## config.mk

```make
export PLATFORM = sky130hd
export DESIGN_NAME = packet_read_arbiter
export DESIGN_NICKNAME = d
export VERILOG_FILES = /design/src/rtl/packet_read_arbiter.sv
export SDC_FILE = /design/constraint.sdc
export NUM_CORES = 1
export LEC_CHECK = 0
export CAP_MARGIN = 20
export CELL_PAD_IN_SITES_DETAIL_PLACEMENT = 1
export CELL_PAD_IN_SITES_GLOBAL_PLACEMENT = 1
export CORE_MARGIN = 8
export CORE_UTILIZATION = 31
export CTS_CLUSTER_DIAMETER = 100
export CTS_CLUSTER_SIZE = 16
export DETAILED_ROUTE_END_ITERATION = 10
export HOLD_SLACK_MARGIN = 0.06
export PLACE_DENSITY = 0.86
export REMOVE_ABC_BUFFERS = 1
export SKIP_CTS_REPAIR_TIMING = 1
export SYNTH_ARGS = -nofsm -noshare
export SYNTH_HDL_FRONTEND = slang
export SYNTH_SLANG_ARGS = --single-unit
```

## constraint.sdc

```tcl
create_clock -name clk -period 2.74 [get_ports clk]
set_input_delay 0.822 -clock clk [delete_from_list [all_inputs] [get_ports clk]]
set_output_delay 0.822 -clock clk [all_outputs]
set_load 0.02 [all_outputs]
```

## src/rtl/packet_read_arbiter.sv

```systemverilog
// packet_read_arbiter
//   Round-robin arbiter that gives one of two consumers a single burst of up
//   to MAX_BURST bytes from the packet storage FIFO. Requester 0 is the USB
//   transmit engine and requester 1 is the debug/monitor port. The block sits
//   in the FIFO read-clock domain.
//
//   Optional feature: define STALL_TIMEOUT_EN to abort a burst after TIMEOUT
//   consecutive stall cycles. In that case done_x pulses together with abort.
//   Without the macro a stall lasts as long as the FIFO stays empty, and abort
//   is tied to 0.
//
// Ports
//   clk, rst            read-domain clock, synchronous active-high reset
//   req_x, len_x        burst request and byte count per requester
//                       (len_x = 0 is never granted)
//   fifo_ready          FIFO holds at least one complete packet
//   fifo_empty          FIFO empty
//   fifo_r_data         FIFO read data, valid the cycle after fifo_r_en
//   fifo_r_en           FIFO read strobe
//   gnt_x               requester x owns the FIFO for the current burst
//   rd_data             pass-through of fifo_r_data
//   rd_valid_x          rd_data holds a byte for requester x
//   done_x              one-cycle pulse at the end of requester x's burst
//   abort               one-cycle pulse with done_x when a burst timed out
//   busy                arbiter is not idle
//
// Handshake: a request is only sampled while idle, and req_x/len_x are ignored
// for the rest of the burst. The consumer gets no backpressure: every cycle
// with rd_valid_x = 1 carries exactly one byte on rd_data, and the consumer
// must take it in that cycle.
module packet_read_arbiter #(
  parameter int unsigned DATA_W    = 8,
  parameter int unsigned MAX_BURST = 64,
  parameter int unsigned BURST_W   = 7,
  parameter int unsigned TIMEOUT   = 255
) (
  input  logic              clk,
  input  logic              rst,
  input  logic              req_0,
  input  logic [BURST_W-1:0] len_0,
  input  logic              req_1,
  input  logic [BURST_W-1:0] len_1,
  input  logic              fifo_ready,
  input  logic              fifo_empty,
  input  logic [DATA_W-1:0] fifo_r_data,
  output logic              fifo_r_en,
  output logic              gnt_0,
  output logic              gnt_1,
  output logic [DATA_W-1:0] rd_data,
  output logic              rd_valid_0,
  output logic              rd_valid_1,
  output logic              done_0,
  output logic              done_1,
  output logic              abort,
  output logic              busy
);

  typedef enum logic [1:0] {IDLE, READ, DRAIN, DONE} state_t;

  localparam logic [BURST_W-1:0] MAX_LEN = BURST_W'(MAX_BURST);

  state_t             state_q, state_d;
  logic [BURST_W-1:0] cnt_q, cnt_d;
  // Requester that wins a tie. It starts at 0 and is set to the loser of
  // each completed burst, so the last winner is always the one not favoured.
  logic               favour_q, favour_d;
  logic               gnt_0_q, gnt_0_d;
  logic               gnt_1_q, gnt_1_d;
  logic               r_en_q;
  logic               aborted_q, aborted_d;

  logic               elig_0, elig_1, pick_1;
  logic [BURST_W-1:0] len_sel;

`ifdef STALL_TIMEOUT_EN
  localparam int unsigned STALL_W = (TIMEOUT < 2) ? 1 : $clog2(TIMEOUT + 1);
  logic [STALL_W-1:0] stall_q, stall_d;
`endif

  assign elig_0  = req_0 && (len_0 != '0);
  assign elig_1  = req_1 && (len_1 != '0);
  assign pick_1  = elig_1 && (!elig_0 || favour_q);
  assign len_sel = pick_1 ? len_1 : len_0;

  always_comb begin
    state_d   = state_q;
    cnt_d     = cnt_q;
    favour_d  = favour_q;
    gnt_0_d   = gnt_0_q;
    gnt_1_d   = gnt_1_q;
    aborted_d = aborted_q;
    fifo_r_en = 1'b0;
`ifdef STALL_TIMEOUT_EN
    stall_d   = stall_q;
`endif
    case (state_q)
      IDLE: begin
        aborted_d = 1'b0;
        if (fifo_ready && (elig_0 || elig_1)) begin
          cnt_d   = (len_sel > MAX_LEN) ? MAX_LEN : len_sel;
          gnt_0_d = !pick_1;
          gnt_1_d = pick_1;
          state_d = READ;
        end
      end
      READ: begin
        if (!fifo_empty && (cnt_q != '0)) begin
          fifo_r_en = 1'b1;
          cnt_d     = cnt_q - 1'b1;
`ifdef STALL_TIMEOUT_EN
          stall_d   = '0;
`endif
          if (cnt_q == BURST_W'(1)) state_d = DRAIN;
        end
`ifdef STALL_TIMEOUT_EN
        else if (cnt_q != '0) begin
          // No read is outstanding on a stall, so DRAIN can be skipped.
          if (stall_q == STALL_W'(TIMEOUT - 1)) begin
            stall_d   = '0;
            aborted_d = 1'b1;
            state_d   = DONE;
          end else begin
            stall_d = stall_q + 1'b1;
          end
        end
`endif
      end
      DRAIN: state_d = DONE;
      DONE: begin
        favour_d = gnt_0_q;
        gnt_0_d  = 1'b0;
        gnt_1_d  = 1'b0;
        state_d  = IDLE;
      end
      default: state_d = IDLE;
    endcase
  end

  always_ff @(posedge clk) begin
    if (rst) begin
      state_q   <= IDLE;
      cnt_q     <= '0;
      favour_q  <= 1'b0;
      gnt_0_q   <= 1'b0;
      gnt_1_q   <= 1'b0;
      r_en_q    <= 1'b0;
      aborted_q <= 1'b0;
    end else begin
      state_q   <= state_d;
      cnt_q     <= cnt_d;
      favour_q  <= favour_d;
      gnt_0_q   <= gnt_0_d;
      gnt_1_q   <= gnt_1_d;
      r_en_q    <= fifo_r_en;
      aborted_q <= aborted_d;
    end
  end

`ifdef STALL_TIMEOUT_EN
  always_ff @(posedge clk) begin
    if (rst) stall_q <= '0;
    else     stall_q <= stall_d;
  end
`endif

  assign gnt_0      = gnt_0_q;
  assign gnt_1      = gnt_1_q;
  assign rd_data    = fifo_r_data;
  // The FIFO returns data one cycle after the strobe.
  assign rd_valid_0 = r_en_q && gnt_0_q;
  assign rd_valid_1 = r_en_q && gnt_1_q;
  assign done_0     = (state_q == DONE) && gnt_0_q;
  assign done_1     = (state_q == DONE) && gnt_1_q;
  assign abort      = (state_q == DONE) && aborted_q;
  assign busy       = (state_q != IDLE);

endmodule

```

# --- Word level (Yosys, flattened, before mapping) ---
# Cells that the tools add are included.
word_totals:
  in_bits: 28
  reg_bits: 13
classes:
  n_reduce_logical: 24
  n_eq_ne: 7
  muxes: 15
  magnitude_cmp: 1
  n_addsub: 1
op_table:
  columns: ["cell", "n"]
  rows:
  - ["$mux W7", 4]
  - ["$reduce_bool A7 Y1", 3]
  - ["$pmux W7 S2", 1]
  - ["$logic_and A1 B1 Y1", 9]
  - ["$pmux W2 S4", 1]
  - ["$eq A7 B1 Y1 const B", 1]
  - ["$gt A7 B7 Y1 const B", 1]
  - ["$sub A7 B1 Y7 const B", 1]
  - ["$mux W2", 3]
  - ["$ne A2 B2 Y1 const B", 3]
  - ["$reduce_and A3 Y1", 2]
  - ["$reduce_bool A2 Y1", 3]
  - ["$eq A2 B2 Y1 const B", 2]
  - ["$mux W1", 4]
  - ["$pmux W1 S2", 2]
  - ["$logic_not A1 Y1", 3]
  - ["$eq A2 B1 Y1 const B", 1]
  - ["$logic_not A2 Y1", 1]
  - ["$logic_or A1 B1 Y1", 2]
  - ["$reduce_and A2 Y1", 1]

# --- Logic depth before layout (Yosys ltp) ---
# Gate-level depths: netlist of the first run.
logic_depth:
  depth_word: 10
  depth_mapped: 8

# --- Least setup slack after synthesis of the first run ---
# OpenSTA, ideal clock, no wires.
synth_timing:
  path_kind: "input to register"
  start: "input port len_1[0]"
  end: "register cnt_q[0]"
  t_arrival_ps: 2318
  required_time_ps: 2607
  setup_slack_ps: 289
  path_buffers: 1
  cell_stages: 6
  cell_sequence: "or4_4 -> or4_4 -> buf_6 -> and3_1 -> o211ai_1 -> a221oi_2"
synth_between:
  elab_chain_cells: 8
  word_cells_on_any_way: 12
  classes_between: "order compare: 1; eq/ne: 1; mux: 4; reduce/logical: 6"
synth_lines:
  columns: ["element", "line_no", "text"]
  rows:
  - ["start: declaration", "42", "input logic [BURST_W-1:0] len_1,"]
  - ["$reduce_bool A7 Y1", "81", "assign elig_1 = req_1 && (len_1 != '0);"]
  - ["$logic_and A1 B1 Y1", "81", null]
  - ["$logic_and A1 B1 Y1", "82", "assign pick_1 = elig_1 && (!elig_0 || favour_q);"]
  - ["$mux W7", "83", "assign len_sel = pick_1 ? len_1 : len_0;"]
  - ["$gt A7 B7 Y1", "100", "cnt_d = (len_sel > MAX_LEN) ? MAX_LEN : len_sel;"]
  - ["$mux W7", "100", null]
  - ["$mux W7", "99", "if (fifo_ready && (elig_0 || elig_1)) begin"]
  - ["$pmux W7 S2", "96", "case (state_q)"]
  - ["end signal: assignment", "150", "cnt_q <= cnt_d;"]
  - ["end: declaration", "63", "logic [BURST_W-1:0] cnt_q, cnt_d;"]
# Several ways; a longest one is shown, not always the timed one. The select of a mux whose other input is x is not followed.
# A chain may end at the register's enable or synchronous reset.

# --- Final worst setup path of the first run ---
layout_timing:
  start: "input port len_1[0]"
  end: "register cnt_q[1]"
# The elaborated chain is that of the path after synthesis.

==> reports/qor.txt, run 1 <==
Outcome: finished clean
Wire length of the first global-routing pass: 6.40 mm
R2r worst-path depth: 7
Final design area excluding fillers: 0.00171 mm2
Relative area change from synthesis to final layout: 43.7%
Clock Latency Late Sink: 0.25 ns
Placed insts: 234
Placed wire-length estimate after detailed placement: 3.16 mm
Peak supply drop: 0.251 mV
Max Fclk: 0.373 GHz
Total Neg Setup Slack: 0 ns
Dominant cell type by area after synthesis: sky130_fd_sc_hd__dfxtp_1
Cell area reported after detailed placement: 0.00159 mm2
Biggest fanout along the worst timing path: 8
Count of yosys warnings during synthesis: 0
Hold worst-path end: favour_q$_SDFFE_PP0P_
Standard-cell rows: 22
Sequential share of the synthesized area: 0.219
Critical setup path kind: primary input to flop
Vertical die dimension: 77.9 um
Share of synthesized flip-flops with an asynchronous set or reset: 0
Reg-to-reg slack, setup: 0.42 ns
Post-route minimum period: 2.68 ns
Final setup violation count: 0
Vias in the first global route: 1412
CTS HTree Levels: 1
Endpoint class of the critical path: flop
First-pass detailed-route iteration total: 4
Arrival time at the worst endpoint: 2.83 ns
Final count of pins violating max slew: 0
Number of buffers added by the clock tree synthesis step: 3
Number of clock sinks: 13
Initial antenna violation count: 0
Average via count per standard cell: 5.48
Hold violation total from the final report: 0
Number of nets still failing antenna checks after routing: 0
Number of violations reported at the end of detailed-routing iteration 0: 79
Critical register-to-register path endpoint: cnt_q[5]$_SDFFE_PP0P_
Worst-case hold slack: 0.505 ns
Maximum number of pins on one net before global-route repair: 13
Global Route Usage Sum: 0.127
Main area contributors after synthesis: sky130_fd_sc_hd__dfxtp_1, sky130_fd_sc_hd__ha_1, sky130_fd_sc_hd__buf_4
Nature of the critical path startpoint: primary input
Initial Utilization: 0.322
Width of the chip: 77.9 um
Clock tree from TritonCTS: yes
Synth Instances: 149
Max-slew headroom: 0.619
Area of the placeable core: 0.00369 mm2
RSZ-0062 raised after global routing: false
Reg2reg start: state_q[0]$_SDFFE_PP0P_
Path category of the worst min-delay check: flop to flop
DRT Wirelength: 4.24 mm
Layout cell share with drive strength beyond 1: 0.241
Total of flip-flops plus latches after synthesis: 13
Actual transition at the worst max-transition pin: 0.566 ns
Number of library cell types mapped by synthesis: 46
Avg Synthesized Cell Area: 7.98 um2
Wire per inst: 17.7 um
Total gr overflow: 0
Hold depth: 2
Skew final: 0.00394 ns
IO Pins: 45
Fin crit share: 0.978
Net count reported at finish: 227
Die footprint: 0.00607 mm2
Vias post-DR: 1309
Post-detailed-route DRC marker count: 0
Clock transition at the registers of the reported paths: 0.06 ns
Number of flops mapped to enable cells by yosys: 0
Flip-flop cell with the highest count after synthesis: sky130_fd_sc_hd__dfxtp_1
Pwr per Cell Area: 915 mW/mm2
Leakage power figure: 0.700 nW
Clock root buffer master: sky130_fd_sc_hd__clkbuf_8
Hold wc startpoint: favour_q$_SDFFE_PP0P_
Last weighted congestion value of the routability-driven placer: 0.832
Longest Clk Path Bufs: 2
Netlist area before placement: 0.00119 mm2
Top post-synthesis cells by count: sky130_fd_sc_hd__dfxtp_1, sky130_fd_sc_hd__inv_1, sky130_fd_sc_hd__a21oi_1, sky130_fd_sc_hd__buf_4, sky130_fd_sc_hd__nor2_1
Total power after layout: 1.56 mW
Port Buffer Count: 27
Diode count: 0
Max Cap Viol: 0
Fraction of synthesized cell area taken by the top area cell type: 0.219
Worst path required time: 2.90 ns
Number of standard cells in the final layout excluding fillers: 239
==> flip-flops by register name, indices dropped and copies added (netlist names) <==
name and count:
cnt_q 7, favour_q 1, gnt_0 1, gnt_1 1, r_en_q 1, state_q 2
==> cells by family after synthesis <==
| family | count (synthesis) | synth area share |
|---|---|---|
| AOI/OAI and AO/OA | 54 | 0.341 |
| adders and majority gates | 7 | 0.0737 |
| buffers and inverters | 26 | 0.127 |
| DFF | 13 | 0.219 |
| muxes | 1 | 0.00842 |
| other | 1 | 0.00315 |
| and+or+nand+nor | 47 | 0.227 |
==> per-stage QoR <==
| stage | worst slack, ns | util |
|---|---|---|
| 2_1_floorplan | 0.0345 | - |
| 3_3_place_gp | -0.292 | 0.431 |
| 3_5_place_dp | -0.337 | 0.431 |
| 4_1_cts | -0.350 | 0.443 |
| 5_1_grt | 0.00191 | 0.463 |
| 6_report | 0.0609 | 0.463 |
==> cell type report <==
cell class / instances / area [um2]
fillers: 457 / 1980
multi-input cells: 110 / 837
repair buffers: 51 / 457
flip-flops and latches: 13 / 260
well taps: 48 / 60.1
inverters: 13 / 48.8
clock buffers: 4 / 45.0
==> metal layers <==
metal,GRT usage,share of wire,up-vias
li1,-,-,633
met1,0.126,0.40,625
met2,0.238,0.53,41
met3,0.0323,0.040,10
met4,0.0611,0.022,0
met5,0,0,-
==> cells in the final DEF, fill, tap and decap left out, types with 4 or more instances in the layout <==
cell / count
sky130_fd_sc_hd__a21oi_1: 10
sky130_fd_sc_hd__and2_1: 6
sky130_fd_sc_hd__buf_4: 23
sky130_fd_sc_hd__clkdlybuf4s50_1: 23
sky130_fd_sc_hd__dfxtp_1: 13
sky130_fd_sc_hd__ha_1: 7
sky130_fd_sc_hd__inv_1: 13
sky130_fd_sc_hd__nand2_1: 7
sky130_fd_sc_hd__nand3_1: 4
sky130_fd_sc_hd__nor2_1: 9
sky130_fd_sc_hd__o211ai_1: 4
sky130_fd_sc_hd__o21ai_0: 6
==> report_power, final <==
group | internal (mW) | switching [mW] | total, mW
clock network | 0.103 | 0.0746 | 0.178
registers | 0.254 | 0.0591 | 0.313
logic | 0.500 | 0.572 | 1.07
total | 0.857 | 0.706 | 1.56
==> critical path, stage by stage <==
cell and delay [ns]:
sky130_fd_sc_hd__clkdlybuf4s50_1 0.45, sky130_fd_sc_hd__or4_4 0.47, sky130_fd_sc_hd__or4_4 0.51, sky130_fd_sc_hd__a21boi_1 0.20, sky130_fd_sc_hd__o211ai_1 0.13, sky130_fd_sc_hd__a221oi_2 0.26
==> worst max path at each step <==
| stage | start | endpoint | depth (start not counted) |
|---|---|---|---|
| 3_3_place_gp | fifo_empty | fifo_r_en | 4 |
| 5_1_grt | len_1[0] | cnt_q[1]$_SDFFE_PP0P_ | 6 |
| 6_report | len_1[0] | cnt_q[1]$_SDFFE_PP0P_ | 6 |
| 3_5_place_dp | fifo_empty | fifo_r_en | 4 |
| 2_1_floorplan | len_0[0] | cnt_q[2]$_SDFFE_PP0P_ | 5 |
| 4_1_cts | fifo_empty | fifo_r_en | 4 |
No activity file was read; power rests on OpenSTA's default activity.
==> run 2, diff against run 1 <==
--- a/config.mk
+++ b/config.mk
@@ -8,7 +8,6 @@
 export CAP_MARGIN = 20
 export CELL_PAD_IN_SITES_DETAIL_PLACEMENT = 1
 export CELL_PAD_IN_SITES_GLOBAL_PLACEMENT = 1
-export CORE_MARGIN = 8
 export CORE_UTILIZATION = 31
 export CTS_CLUSTER_DIAMETER = 100
 export CTS_CLUSTER_SIZE = 16
==> run 2 against run 1 <==
  * Via count grew 0.15%
  * Clock-buffer cell count is the same
  * Register-to-register slack lost 0.03 ns
  * Maximum frequency shrank 0.30%
  * Critical path depth shrank 2
  * First-iteration DRC count shrank 67%
  * Highest routed layer unchanged
  * Flip-flop and latch count is the same
  * Non-clock buffer count shrank 2
  * Sequential share of layout area grew 0.35 points
  * Largest cell class unchanged
==> reports/qor.txt, run 2 (same netlist as run 1, synthesis figures left out) <==
Endpoint class of the critical path: output pin
Worst setup path start: fifo_empty
Nature of the critical path startpoint: primary input
Fin crit share: 0.981 (+0.00294)
Initial antenna violation count: 0 (unchanged)
Average via count per standard cell: 5.53 (+1.0%)
Initial Utilization: 0.325 (+0.00242)
Skew final: 0.000784 ns (-0.00316 ns)
Setup WS post-layout: 0.0528 ns (-0.00805 ns)
Placed wire-length estimate after detailed placement: 3.30 mm (+4.3%)
Peak supply drop: 0.269 mV (+7.0%)
Path category of the worst min-delay check: flop to flop
Hold depth: 2 (unchanged)
Commonest cells after routing, fill and taps aside: sky130_fd_sc_hd__clkdlybuf4s50_1, sky130_fd_sc_hd__buf_4, sky130_fd_sc_hd__inv_1, sky130_fd_sc_hd__dfxtp_1
Outcome: finished clean
Global Route Usage Sum: 0.220 (+0.0939)
Vias in the first global route: 1461 (+3.5%)
Max Cap Viol: 0 (unchanged)
Critical register-to-register path endpoint: gnt_1$_SDFFE_PP0P_
Number of buffers added by the clock tree synthesis step: 3 (unchanged)
Standard-cell rows: 22 (unchanged)
Net count reported at finish: 225 (-0.88%)
Clock root buffer master: sky130_fd_sc_hd__clkbuf_8
Vias post-DR: 1311 (+0.15%)
Total gr overflow: 0 (unchanged)
First-pass detailed-route iteration total: 4 (unchanged)
Max-slew headroom: 0.647 (+0.0274)
Hold wc startpoint: favour_q$_SDFFE_PP0P_
Number of filler instances in the final layout: 453 (-0.88%)
Top Usage Layer GRT: met2
Longest Clk Path Bufs: 2 (unchanged)
R2r worst-path depth: 7 (unchanged)
Post-detailed-route DRC marker count: 0 (unchanged)
Relative area change from synthesis to final layout: 40.4%
Last weighted congestion value of the routability-driven placer: 0.905 (+8.8%)
Post-route minimum period: 2.69 ns (+0.00805 ns)
Clock tree from TritonCTS: yes
Clock Latency Late Sink: 0.25 ns (about the same)
Die footprint: 0.00409 mm2 (-33%)
Maximum number of pins on one net before global-route repair: 13 (unchanged)
Flip-flop count of the largest register, all copies and words added: 7 (unchanged)
Cell area reported after detailed placement: 0.00159 mm2 (+0.32%)
Clock transition at the registers of the reported paths: 0.06 ns (about the same)
Layout cell share with drive strength beyond 1: 0.201 (-0.0398)
Number of clock sinks: 13 (unchanged)
Utilization of the core after routing: 0.456 (-0.00711)
Reg2reg start: state_q[0]$_SDFFE_PP0P_
Reg-to-reg slack, setup: 0.39 ns (-0.03 ns)
Total Neg Setup Slack: 0 ns (unchanged)
Final design area excluding fillers: 0.00167 mm2 (-2.3%)
Final count of pins violating max slew: 0 (unchanged)
Worst path required time: 1.92 ns (-0.98 ns)
Hold worst-path end: favour_q$_SDFFE_PP0P_
Diode count: 0 (unchanged)
Arrival time at the worst endpoint: 1.87 ns (-0.96 ns)
IO Pins: 45 (unchanged)
Port Buffer Count: 27 (unchanged)
Max Fclk: 0.372 GHz (-0.30%)
Hold violation total from the final report: 0 (unchanged)
Most common library cell in the layout ignoring fill and taps: sky130_fd_sc_hd__clkdlybuf4s50_1
Grt met1 use: 0.237 (+0.112)
DRT Wirelength: 4.26 mm (+0.35%)
Actual transition at the worst max-transition pin: 0.529 ns (-0.0376 ns)
Global Route met3 Usage: 0.0411 (+0.00881)
CTS HTree Levels: 1 (unchanged)
Vertical die dimension: 63.9 um (-18%)
Pre-CTS WS: -0.339 ns (-0.00268 ns)
Number of nets still failing antenna checks after routing: 0 (unchanged)
Routing usage on met2: 0.398 (+0.160)
Wire length of the first global-routing pass: 6.89 mm (+7.7%)
Leakage power figure: 0.715 nW (+2.1%)
Biggest fanout along the worst timing path: 2 (-6)
Number of violations reported at the end of detailed-routing iteration 0: 26 (-67%)
Most flop-heavy register: cnt_q
Final setup violation count: 0 (unchanged)
Largest registers: cnt_q (7), state_q (2)
Critical setup path kind: primary input to output pin
Worst-case hold slack: 0.509 ns (+0.00396 ns)
Pwr per Cell Area: 921 mW/mm2 (+0.65%)
Wire per inst: 18.0 um (+1.2%)
Area of the placeable core: 0.00366 mm2 (-0.75%)
Width of the chip: 63.9 um (-18%)
[run 2: cell count changes in the layout (fill, tap and decap cells not counted), sizes merged]
cell / previous run / this run
buf: 24 / 22
clkdlybuf4s50: 23 / 22
clkbuf: 5 / 4
dlymetal6s2s: 3 / 5
[run 2: final cells by class]
class	count	area (um2)	area share
multi-input combinational	110	795	0.476
timing repair buffer	49	460	0.276
sequential	13	260	0.156
tap	48	60.1	0.0360
inverter	13	48.8	0.0292
clock buffer	4	45.0	0.0270
[run 2: worst max path at each step]
stage          slack [ns]  depth (start not counted)               endpoint
6_report             0.05                          4              fifo_r_en
5_1_grt            -0.005                          8  cnt_q[1]$_SDFFE_PP0P_
4_1_cts             -0.34                          4              fifo_r_en
3_5_place_dp        -0.34                          4              fifo_r_en
3_3_place_gp        -0.28                          4              fifo_r_en
2_1_floorplan        0.03                          5  cnt_q[2]$_SDFFE_PP0P_
[run 2: per-stage QoR]
step / power (mW) / std cells
3_5_place_dp: 1.34 / 233
3_3_place_gp: 1.28 / 233
4_1_cts: 1.53 / 237
6_report: 1.54 / 237
2_1_floorplan: 0.931 / 136
5_1_grt: 1.65 / 237
[run 2: worst max-delay path, stage by stage]
cell                              delay, ns
sky130_fd_sc_hd__clkdlybuf4s50_1       0.42
sky130_fd_sc_hd__nand2b_1              0.17
sky130_fd_sc_hd__a31oi_1               0.20
sky130_fd_sc_hd__dlymetal6s2s_1        0.26
[run 2: power by group]
group	leakage [nW]	internal, mW	total (mW)	switching (mW)
logic	0.585	0.472	1.04	0.569
registers	0.107	0.254	0.315	0.0612
clock network	0.0228	0.103	0.182	0.0784
total	0.715	0.829	1.54	0.708
[run 2: routing by layer]
metal  part of all wire  vias to the layer above  wire length, um
met3              0.036                        7              152
met1               0.40                      632             1720
met2               0.54                       44             2300
met5                  0                        -                0
li1                   -                      628                -
met4              0.021                        0               88
